File: config.mk
export PLATFORM = sky130hd
export DESIGN_NAME = instr_fetch_seq
export DESIGN_NICKNAME = d
export VERILOG_FILES = /design/src/rtl/instr_fetch_seq.sv
export SDC_FILE = /design/constraint.sdc
export NUM_CORES = 1
export LEC_CHECK = 0
export BUFFER_PORTS_ARGS = -buffer_cell sky130_fd_sc_hd__buf_2
export CAP_MARGIN = 0
export CORE_ASPECT_RATIO = 0.6
export CORE_MARGIN = 5
export CORE_UTILIZATION = 35
export CTS_BUF_LIST = sky130_fd_sc_hd__clkbuf_8 sky130_fd_sc_hd__clkbuf_16
export CTS_CLUSTER_DIAMETER = 200
export CTS_CLUSTER_SIZE = 20
export DETAILED_ROUTE_END_ITERATION = 10
export HOLD_SLACK_MARGIN = 0.05
export SETUP_SLACK_MARGIN = 0.1
export SLEW_MARGIN = 20
export SYNTH_ARGS = -nofsm -noshare
export SYNTH_HDL_FRONTEND = slang
export SYNTH_SLANG_ARGS = --single-unit
File: constraint.sdc
create_clock -name Fclk -period 2.3 [get_ports Fclk]
set_input_delay 0 -clock Fclk [delete_from_list [all_inputs] [get_ports Fclk]]
set_output_delay 0 -clock Fclk [all_outputs]
set_load 0.02 [all_outputs]
File: src/rtl/instr_fetch_seq.sv
// instr_fetch_seq
// Multicycle instruction fetch sequencer. It fetches one 32-bit instruction
// as two 16-bit halfwords, upper half first, using a req/ack handshake on the
// memory bus. The instruction register is told which half to capture via
// IRWr1 (upper) and IRWr0 (lower). This block owns the PC.
//
// Ports
//   Fclk, reset       clock; synchronous active-high reset
//   fetch_start       request next instruction (honoured in IDLE only)
//   pc_load,
//   pc_next_in        redirect; honoured in IDLE and DONE, bit 0 forced to 0
//   mem_ack           memory data valid for current mem_addr
//   mem_req, mem_addr read request and halfword byte address
//   IRWr1, IRWr0      one-cycle IR half write enables (Mealy on mem_ack)
//   MemWrite          tied 0; this block only reads
//   pc                address of the instruction held or being fetched
//   instr_valid       one-cycle pulse after both halves are written
//   busy              high outside IDLE
//   fetch_fault       ack timeout seen; held until reset
module instr_fetch_seq #(
   parameter int                ADDR_W   = 16,
   parameter logic [ADDR_W-1:0] RESET_PC = '0,
   parameter int                TIMEOUT  = 15
) (
   input  logic              Fclk,
   input  logic              reset,
   input  logic              fetch_start,
   input  logic              pc_load,
   input  logic [ADDR_W-1:0] pc_next_in,
   input  logic              mem_ack,
   output logic              mem_req,
   output logic [ADDR_W-1:0] mem_addr,
   output logic              IRWr1,
   output logic              IRWr0,
   output logic              MemWrite,
   output logic [ADDR_W-1:0] pc,
   output logic              instr_valid,
   output logic              busy,
   output logic              fetch_fault
);

   localparam int CNT_W = $clog2(TIMEOUT + 1);

   typedef enum logic [2:0] {IDLE, REQ_HI, REQ_LO, DONE, FAULT} state_t;

   state_t            state, state_nxt;
   logic [ADDR_W-1:0] pc_q, pc_nxt;
   logic [CNT_W-1:0]  wait_cnt, wait_nxt;
   logic [ADDR_W-1:0] redirect;
   logic              pc_bit0_unused;

   // Instructions are halfword aligned; the low bit of a redirect is dropped.
   assign redirect       = {pc_next_in[ADDR_W-1:1], 1'b0};
   assign pc_bit0_unused = pc_next_in[0];

   always_ff @(posedge Fclk) begin
      if (reset) begin
         state    <= IDLE;
         pc_q     <= RESET_PC;
         wait_cnt <= '0;
      end else begin
         state    <= state_nxt;
         pc_q     <= pc_nxt;
         wait_cnt <= wait_nxt;
      end
   end

   always_comb begin
      state_nxt   = state;
      pc_nxt      = pc_q;
      wait_nxt    = '0;   // zero unless we stay waiting, so every state entry starts at 0
      mem_req     = 1'b0;
      mem_addr    = pc_q;
      IRWr1       = 1'b0;
      IRWr0       = 1'b0;
      instr_valid = 1'b0;
      case (state)
         IDLE: begin
            // A redirect and a start in the same cycle: the fetch uses the new PC,
            // which is registered before REQ_HI drives mem_addr.
            if (pc_load)     pc_nxt    = redirect;
            if (fetch_start) state_nxt = REQ_HI;
         end
         REQ_HI: begin
            mem_req = 1'b1;
            if (mem_ack) begin
               IRWr1     = ~reset;   // reset wins over an ack in the same cycle
               state_nxt = REQ_LO;
            end else if (wait_cnt == CNT_W'(TIMEOUT - 1)) begin
               state_nxt = FAULT;
            end else begin
               wait_nxt = wait_cnt + 1'b1;
            end
         end
         REQ_LO: begin
            mem_req  = 1'b1;
            mem_addr = pc_q + ADDR_W'(2);
            if (mem_ack) begin
               IRWr0     = ~reset;
               state_nxt = DONE;
            end else if (wait_cnt == CNT_W'(TIMEOUT - 1)) begin
               state_nxt = FAULT;
            end else begin
               wait_nxt = wait_cnt + 1'b1;
            end
         end
         DONE: begin
            instr_valid = ~reset;
            pc_nxt      = pc_load ? redirect : pc_q + ADDR_W'(4);
            state_nxt   = IDLE;
         end
         FAULT: ;   // parked until reset
         default: state_nxt = IDLE;
      endcase
   end

   assign pc          = pc_q;
   assign busy        = (state != IDLE);
   assign fetch_fault = (state == FAULT);
   assign MemWrite    = 1'b0;

endmodule

== Yosys cells after proc, flatten, opt, wreduce, memory -nomap -nowiden ==
Cells that the tools add are included.

* Flip-flop bits (word level): 23
* Bits in latches: 0
* RAM bits: 0
* Bits in read-only memories: 0
* Output and inout bits: 39
* Memories kept: 0

* $add $sub $neg: 3
* $mul: 0
* Divide/modulo/power cells: 0
* Order comparisons: 0
* Eq/ne operators: 7
* Shift operators: 0
* Multiplexer cells: 14
* Bitwise logic cells: 3
* Reduce and logical (&&, ||, !) cells: 7

{| class="wikitable"
|+ Operators with widths
! kind !! count
|-
| 16-bit 2-to-1 mux || 3
|-
| 16-bit one-hot mux with 2 select lines || 1
|-
| 16-bit by 2-bit adder with 16-bit output (second input constant) || 1
|-
| 16-bit by 3-bit adder with 16-bit output (second input constant) || 1
|-
| 3-bit 2-to-1 mux || 4
|-
| 3-bit one-hot mux with 4 select lines || 1
|-
| 3-bit by 2-bit == test with 1-bit output (second input constant) || 2
|-
| 1-bit 2-to-1 mux || 5
|-
| 4-bit by 1-bit adder with 4-bit output (second input constant) || 1
|-
| 4-bit == test (second input constant) || 1
|-
| 2-bit != test (second input constant) || 2
|-
| 2-bit AND reduction || 2
|-
| 4-bit OR reduction || 1
|-
| 3-bit by 1-bit == test with 1-bit output (second input constant) || 1
|-
| 3-bit == test (second input constant) || 1
|-
| 3-bit logical NOT || 1
|-
| 1-bit inverter || 3
|-
| 3-bit nonzero test || 1
|-
| 2-bit nonzero test || 1
|-
| 2-bit OR reduction || 1
|}

== Longest topological paths before layout ==
* Word-level depth: 4
* Gate-level depth with buffers: 6
* Gate-level depth less buffers: 6

== Least setup slack after synthesis ==
OpenSTA, ideal clock, no wires.

* Path type: flip-flop to flip-flop
* Start point: register pc_q[2], in the netlist pc[2]
* End point: register pc_q[12], in the netlist pc[12]
* Library setup time: 103 ps
* Data arrival time: 1,683 ps
* Path slack: 513 ps
* Stages on the path, launching flop included: 7
* Buffers on the path: 1
* Period minus slack after synthesis: 1,787 ps
* Cells stage by stage: dfxtp_1 -> ha_1 -> and4_1 -> buf_4 -> nand3_2 -> xor2_1 -> a2111oi_2

* Word-level cells in the longest chain between the ends: 3

{| class="wikitable"
|+ Ends and longest elaborated chain
! what !! RTL line !! source
|-
| start, declared || 47 || <nowiki>logic [ADDR_W-1:0] pc_q, pc_nxt;</nowiki>
|-
| start signal, assigned || 63 || <nowiki>pc_q <= pc_nxt;</nowiki>
|-
| 16-bit by 3-bit adder with 16-bit output || 109 || <nowiki>pc_nxt = pc_load ? redirect : pc_q + ADDR_W'(4);</nowiki>
|-
| 16-bit 2-to-1 mux || 109 ||
|-
| 16-bit one-hot mux with 2 select lines || 77 || <nowiki>case (state)</nowiki>
|}

Every way passes these cells.
A chain may end at the register's enable or synchronous reset.

== Final worst setup path ==
* Start point: register state[1]
* End point: output mem_addr[12]

* Word-level cells in the longest chain between the ends: 2

{| class="wikitable"
|+ Ends and longest elaborated chain
! what !! RTL line !! source
|-
| start, declared || 46 || <nowiki>state_t state, state_nxt;</nowiki>
|-
| start signal, assigned || 62 || <nowiki>state <= state_nxt;</nowiki>
|-
| 3-bit by 2-bit == test with 1-bit output || 77 ||
|-
| 16-bit 2-to-1 mux || 77 ||
|-
| end, declared || 32 || <nowiki>output logic [ADDR_W-1:0] mem_addr,</nowiki>
|}

Every way passes these cells.

==> impl_metrics.xml <==
<?xml version="1.0" encoding="UTF-8"?>
<metrics>
  <group name="detailed_routing">
    <metric name="drt_iter0_drc" unit="">71</metric>
    <metric name="drt-pass1-iter-count" unit="">4</metric>
    <metric name="detail_route.wl_per_cell" unit="µm">14.5</metric>
    <metric name="drtAntennaViolNets" unit="">0</metric>
    <metric name="post_drt_via_cell_ratio" unit="">5.11</metric>
    <metric name="routed-via-count" unit="">1620</metric>
    <metric name="remaining_drc_errors" unit="">0</metric>
    <metric name="finalWirelength" unit="mm">4.60</metric>
  </group>
  <group name="global_routing">
    <metric name="grt_pass1_wl" unit="mm">7.51</metric>
    <metric name="overflow" unit="">0</metric>
    <metric name="first_global_vias" unit="">1483</metric>
    <metric name="maximum_number_of_pins_on_one_net_before_global_route_repair" unit="">23</metric>
    <metric name="total_routing_usage_gr" unit="%">14.6</metric>
    <metric name="grt_antenna_before_repair" unit="">0</metric>
  </group>
  <group name="timing">
    <metric name="worst-slew-pin-transition" unit="ps">507</metric>
    <metric name="rsz0062_at_grt" unit="">no</metric>
    <metric name="postLayoutSetupSlackWorst" unit="ps">313</metric>
    <metric name="timing.final.max_slew_violations" unit="">0</metric>
    <metric name="min_period_over_period" unit="%">86.4</metric>
    <metric name="setup_total_negative_slack" unit="ps">0</metric>
    <metric name="fin_worst_hold_slack" unit="ps">58.8</metric>
    <metric name="min_period" unit="ps">1990</metric>
    <metric name="setup_violations" unit="">0</metric>
    <metric name="slew_headroom" unit="%">66.1</metric>
    <metric name="highest_clock_frequency_the_design_can_meet" unit="MHz">503</metric>
    <metric name="timing.final.hold_violations" unit="">0</metric>
    <metric name="final.setup_skew" unit="ps">1.53</metric>
  </group>
  <group name="pwr">
    <metric name="static-leakage-power" unit="µW">0.000921</metric>
    <metric name="finalPower" unit="µW">1150</metric>
    <metric name="ir_drop" unit="mV">0.254</metric>
    <metric name="power-per-cell-area" unit="mW/mm²">570</metric>
  </group>
  <group name="synthesis">
    <metric name="asyncSetResetFlopFracSynth" unit="%">0</metric>
    <metric name="ys_ff_latch" unit="">22</metric>
    <metric name="synth_enable_flop_cells" unit="">0</metric>
    <metric name="synth_seq_area_share" unit="%">27.1</metric>
    <metric name="yosys_warnings" unit="">0</metric>
    <metric name="avgSynthCellArea" unit="µm²">8.02</metric>
    <metric name="yosys_most_used_dff" unit="">sky130_fd_sc_hd__dfxtp_1</metric>
    <metric name="synth_cells" unit="">203</metric>
    <metric name="syn-cell-area" unit="mm²">0.00163</metric>
    <metric name="synthDistinctLibCells" unit="">47</metric>
  </group>
  <group name="finish">
    <metric name="num_antenna_cells" unit="">0</metric>
    <metric name="fin_nets" unit="">280</metric>
    <metric name="layout-drive-gt1-share" unit="%">31.1</metric>
    <metric name="area_growth_syn_to_layout" unit="%">24.1</metric>
    <metric name="post_layout_nonfiller_instances" unit="">317</metric>
  </group>
  <group name="min_path">
    <metric name="hold_path_class" unit="">input pin to register</metric>
  </group>
  <group name="clocking">
    <metric name="insertion_delay" unit="ps">270</metric>
    <metric name="cts_inserted_buffers" unit="">3</metric>
    <metric name="cts.htree.levels" unit="">1</metric>
    <metric name="number_of_sinks_on_the_clock_net" unit="">22</metric>
    <metric name="cts.clk_slew.worst_paths" unit="ps">80</metric>
    <metric name="tritoncts" unit="">done</metric>
    <metric name="cts_max_path_buffers" unit="">2</metric>
    <metric name="clk_root_buffer_cell" unit="">sky130_fd_sc_hd__clkbuf_8</metric>
  </group>
  <group name="critical_path">
    <metric name="cpPeakStageDelay" unit="ps">510</metric>
    <metric name="cpMaxStageDelayCell" unit="">sky130_fd_sc_hd__dfxtp_1</metric>
    <metric name="critPathBufInv" unit="">2</metric>
    <metric name="critical_path_peak_fanout" unit="">10</metric>
    <metric name="timing_worst_setup_path_type" unit="">register to output pin</metric>
    <metric name="worst-endpoint-arrival" unit="ps">1990</metric>
    <metric name="cp_cell_sequence" unit="">nor3b_4 -&gt; buf_4 -&gt; nand2_1 -&gt; nor2_1 -&gt; xor2_1 -&gt; buf_2</metric>
    <metric name="setup.worst_path.end_class" unit="">output pin</metric>
    <metric name="cp-start-kind" unit="">register</metric>
    <metric name="cp.required" unit="ps">2300</metric>
    <metric name="path_delay_family" unit="">simple AND/OR/NAND/NOR gates</metric>
  </group>
  <group name="die">
    <metric name="i_o_pin_count" unit="">60</metric>
    <metric name="die-width" unit="µm">98.0</metric>
    <metric name="core" unit="mm²">0.00454</metric>
    <metric name="fp-row-count" unit="">19</metric>
    <metric name="die-area" unit="mm²">0.00616</metric>
    <metric name="die_height" unit="µm">62.8</metric>
    <metric name="initial_utilization" unit="%">35.9</metric>
  </group>
  <group name="outcome">
    <metric name="run_status" unit="">finished, final reports clean</metric>
  </group>
  <group name="placement">
    <metric name="placed_cells" unit="">311</metric>
    <metric name="post-dp-hpwl" unit="mm">3.52</metric>
    <metric name="gp_routability_congestion" unit="">0.911</metric>
    <metric name="numPortBuffers" unit="">55</metric>
    <metric name="detailedPlace.worstSlack" unit="ps">435</metric>
  </group>
  <group name="job">
    <metric name="max_cap_violations" unit="">0</metric>
  </group>
</metrics>
Yosys cell counts (5+ instances only):
| cell type | count | area, µm² |
|---|---|---|
| sky130_fd_sc_hd__nor2_1 | 30 | 113 |
| sky130_fd_sc_hd__dfxtp_1 | 22 | 440 |
| sky130_fd_sc_hd__nand2_1 | 16 | 60.1 |
| sky130_fd_sc_hd__a21oi_1 | 12 | 60.1 |
| sky130_fd_sc_hd__xor2_1 | 11 | 96.3 |
| sky130_fd_sc_hd__buf_4 | 8 | 60.1 |
| sky130_fd_sc_hd__nand3_1 | 7 | 35.0 |
| sky130_fd_sc_hd__nor3_1 | 7 | 35.0 |
| sky130_fd_sc_hd__xnor2_1 | 7 | 61.3 |
| sky130_fd_sc_hd__a211oi_1 | 6 | 45.0 |
| sky130_fd_sc_hd__and4_1 | 5 | 43.8 |
| sky130_fd_sc_hd__nand4_1 | 5 | 31.3 |
where the power goes:
| part | switching [µW] | internal, µW | total (µW) |
|---|---|---|---|
| Sequential | 52.6 | 411 | 464 |
| Combinational | 194 | 126 | 320 |
| Clock | 136 | 233 | 368 |
| Total | 382 | 769 | 1150 |
layout make-up:
| class | instances | area, µm² |
|---|---|---|
| fillers | 485 | 2520 |
| flip-flops and latches | 22 | 443 |
| clock inverters | 1 | 30.0 |
| multi-input cells | 161 | 1060 |
| inverters | 4 | 15.0 |
| clock buffers | 3 | 41.3 |
| well taps | 63 | 78.8 |
| repair buffers | 63 | 353 |
registers in the layout, summed over array words and instances (netlist names):
register,count
wait_cnt,4
pc,15
state,3
kinds of logic after synthesis:
kind of cell,count (synthesis),share of synthesized area [%]
compound gates,39,18.2
xor+xnor,18,9.68
mux,4,2.54
buf+inv,22,8.53
flops,22,27.1
fa+ha+maj,4,3.07
simple gates,93,30.7
other cells,1,0.230
cells in the final DEF, fill, tap and decap left out, types with 3 or more instances in the layout:
cell / instances
sky130_fd_sc_hd__buf_2: 55
sky130_fd_sc_hd__nor2_1: 30
sky130_fd_sc_hd__dfxtp_1: 20
sky130_fd_sc_hd__nand2_1: 16
sky130_fd_sc_hd__a21oi_1: 12
sky130_fd_sc_hd__xor2_1: 11
sky130_fd_sc_hd__xnor2_1: 7
sky130_fd_sc_hd__nand3_1: 7
sky130_fd_sc_hd__nor3_1: 7
sky130_fd_sc_hd__a211oi_1: 6
sky130_fd_sc_hd__nand4_1: 5
sky130_fd_sc_hd__buf_4: 5
sky130_fd_sc_hd__inv_1: 4
sky130_fd_sc_hd__and4_1: 4
sky130_fd_sc_hd__o21ai_0: 4
sky130_fd_sc_hd__nor4_1: 4
sky130_fd_sc_hd__and2_1: 3
sky130_fd_sc_hd__and3_1: 3
sky130_fd_sc_hd__o2bb2ai_1: 3
sky130_fd_sc_hd__mux2i_1: 3
sky130_fd_sc_hd__ha_1: 3
sky130_fd_sc_hd__conb_1: 3
sky130_fd_sc_hd__clkbuf_8: 3
path summary, 6_finish.rpt:
path                 startpoint      endpoint  slack [ps]  cells after the start
setup / recovery       state[1]  mem_addr[12]         310                      6
hold / removal    pc_next_in[9]         pc[9]          60                      3
setup reg to reg       state[2]         pc[7]         460                      4
hold reg to reg     wait_cnt[0]   wait_cnt[0]         480                      1
worst register-to-register path: stages (launching register included):
cell                        delay, ps
sky130_fd_sc_hd__dfxtp_1          640
sky130_fd_sc_hd__and4bb_2         400
sky130_fd_sc_hd__and3_4           230
sky130_fd_sc_hd__o2bb2ai_1        130
sky130_fd_sc_hd__a2111oi_2        340
metal layers:
| layer | routed length, µm | vias up | GRT usage, % |
|---|---|---|---|
| met5 | 0 | - | 0 |
| met4 | 14 | 0 | 1.21 |
| met3 | 298 | 2 | 4.57 |
| met2 | 1730 | 52 | 19.2 |
| met1 | 2560 | 744 | 23.4 |
| li1 | - | 822 | - |
per-stage QoR:
step	utilization, %	instance area [µm²]
after floorplan	-	1640
after global placement	42.4	1920
after detailed placement	42.4	1920
after CTS	44.4	2010
after global routing	44.5	2020
final	44.5	2020
timing repair:
item                                   CTS  global route
gates resized for setup                  0             4
setup buffers                            0             0
setup endpoints to repair                0             2
hold buffers                             2             0
endpoints found under the hold margin    2             0
Note: power is estimated with default switching activity, not from simulation.
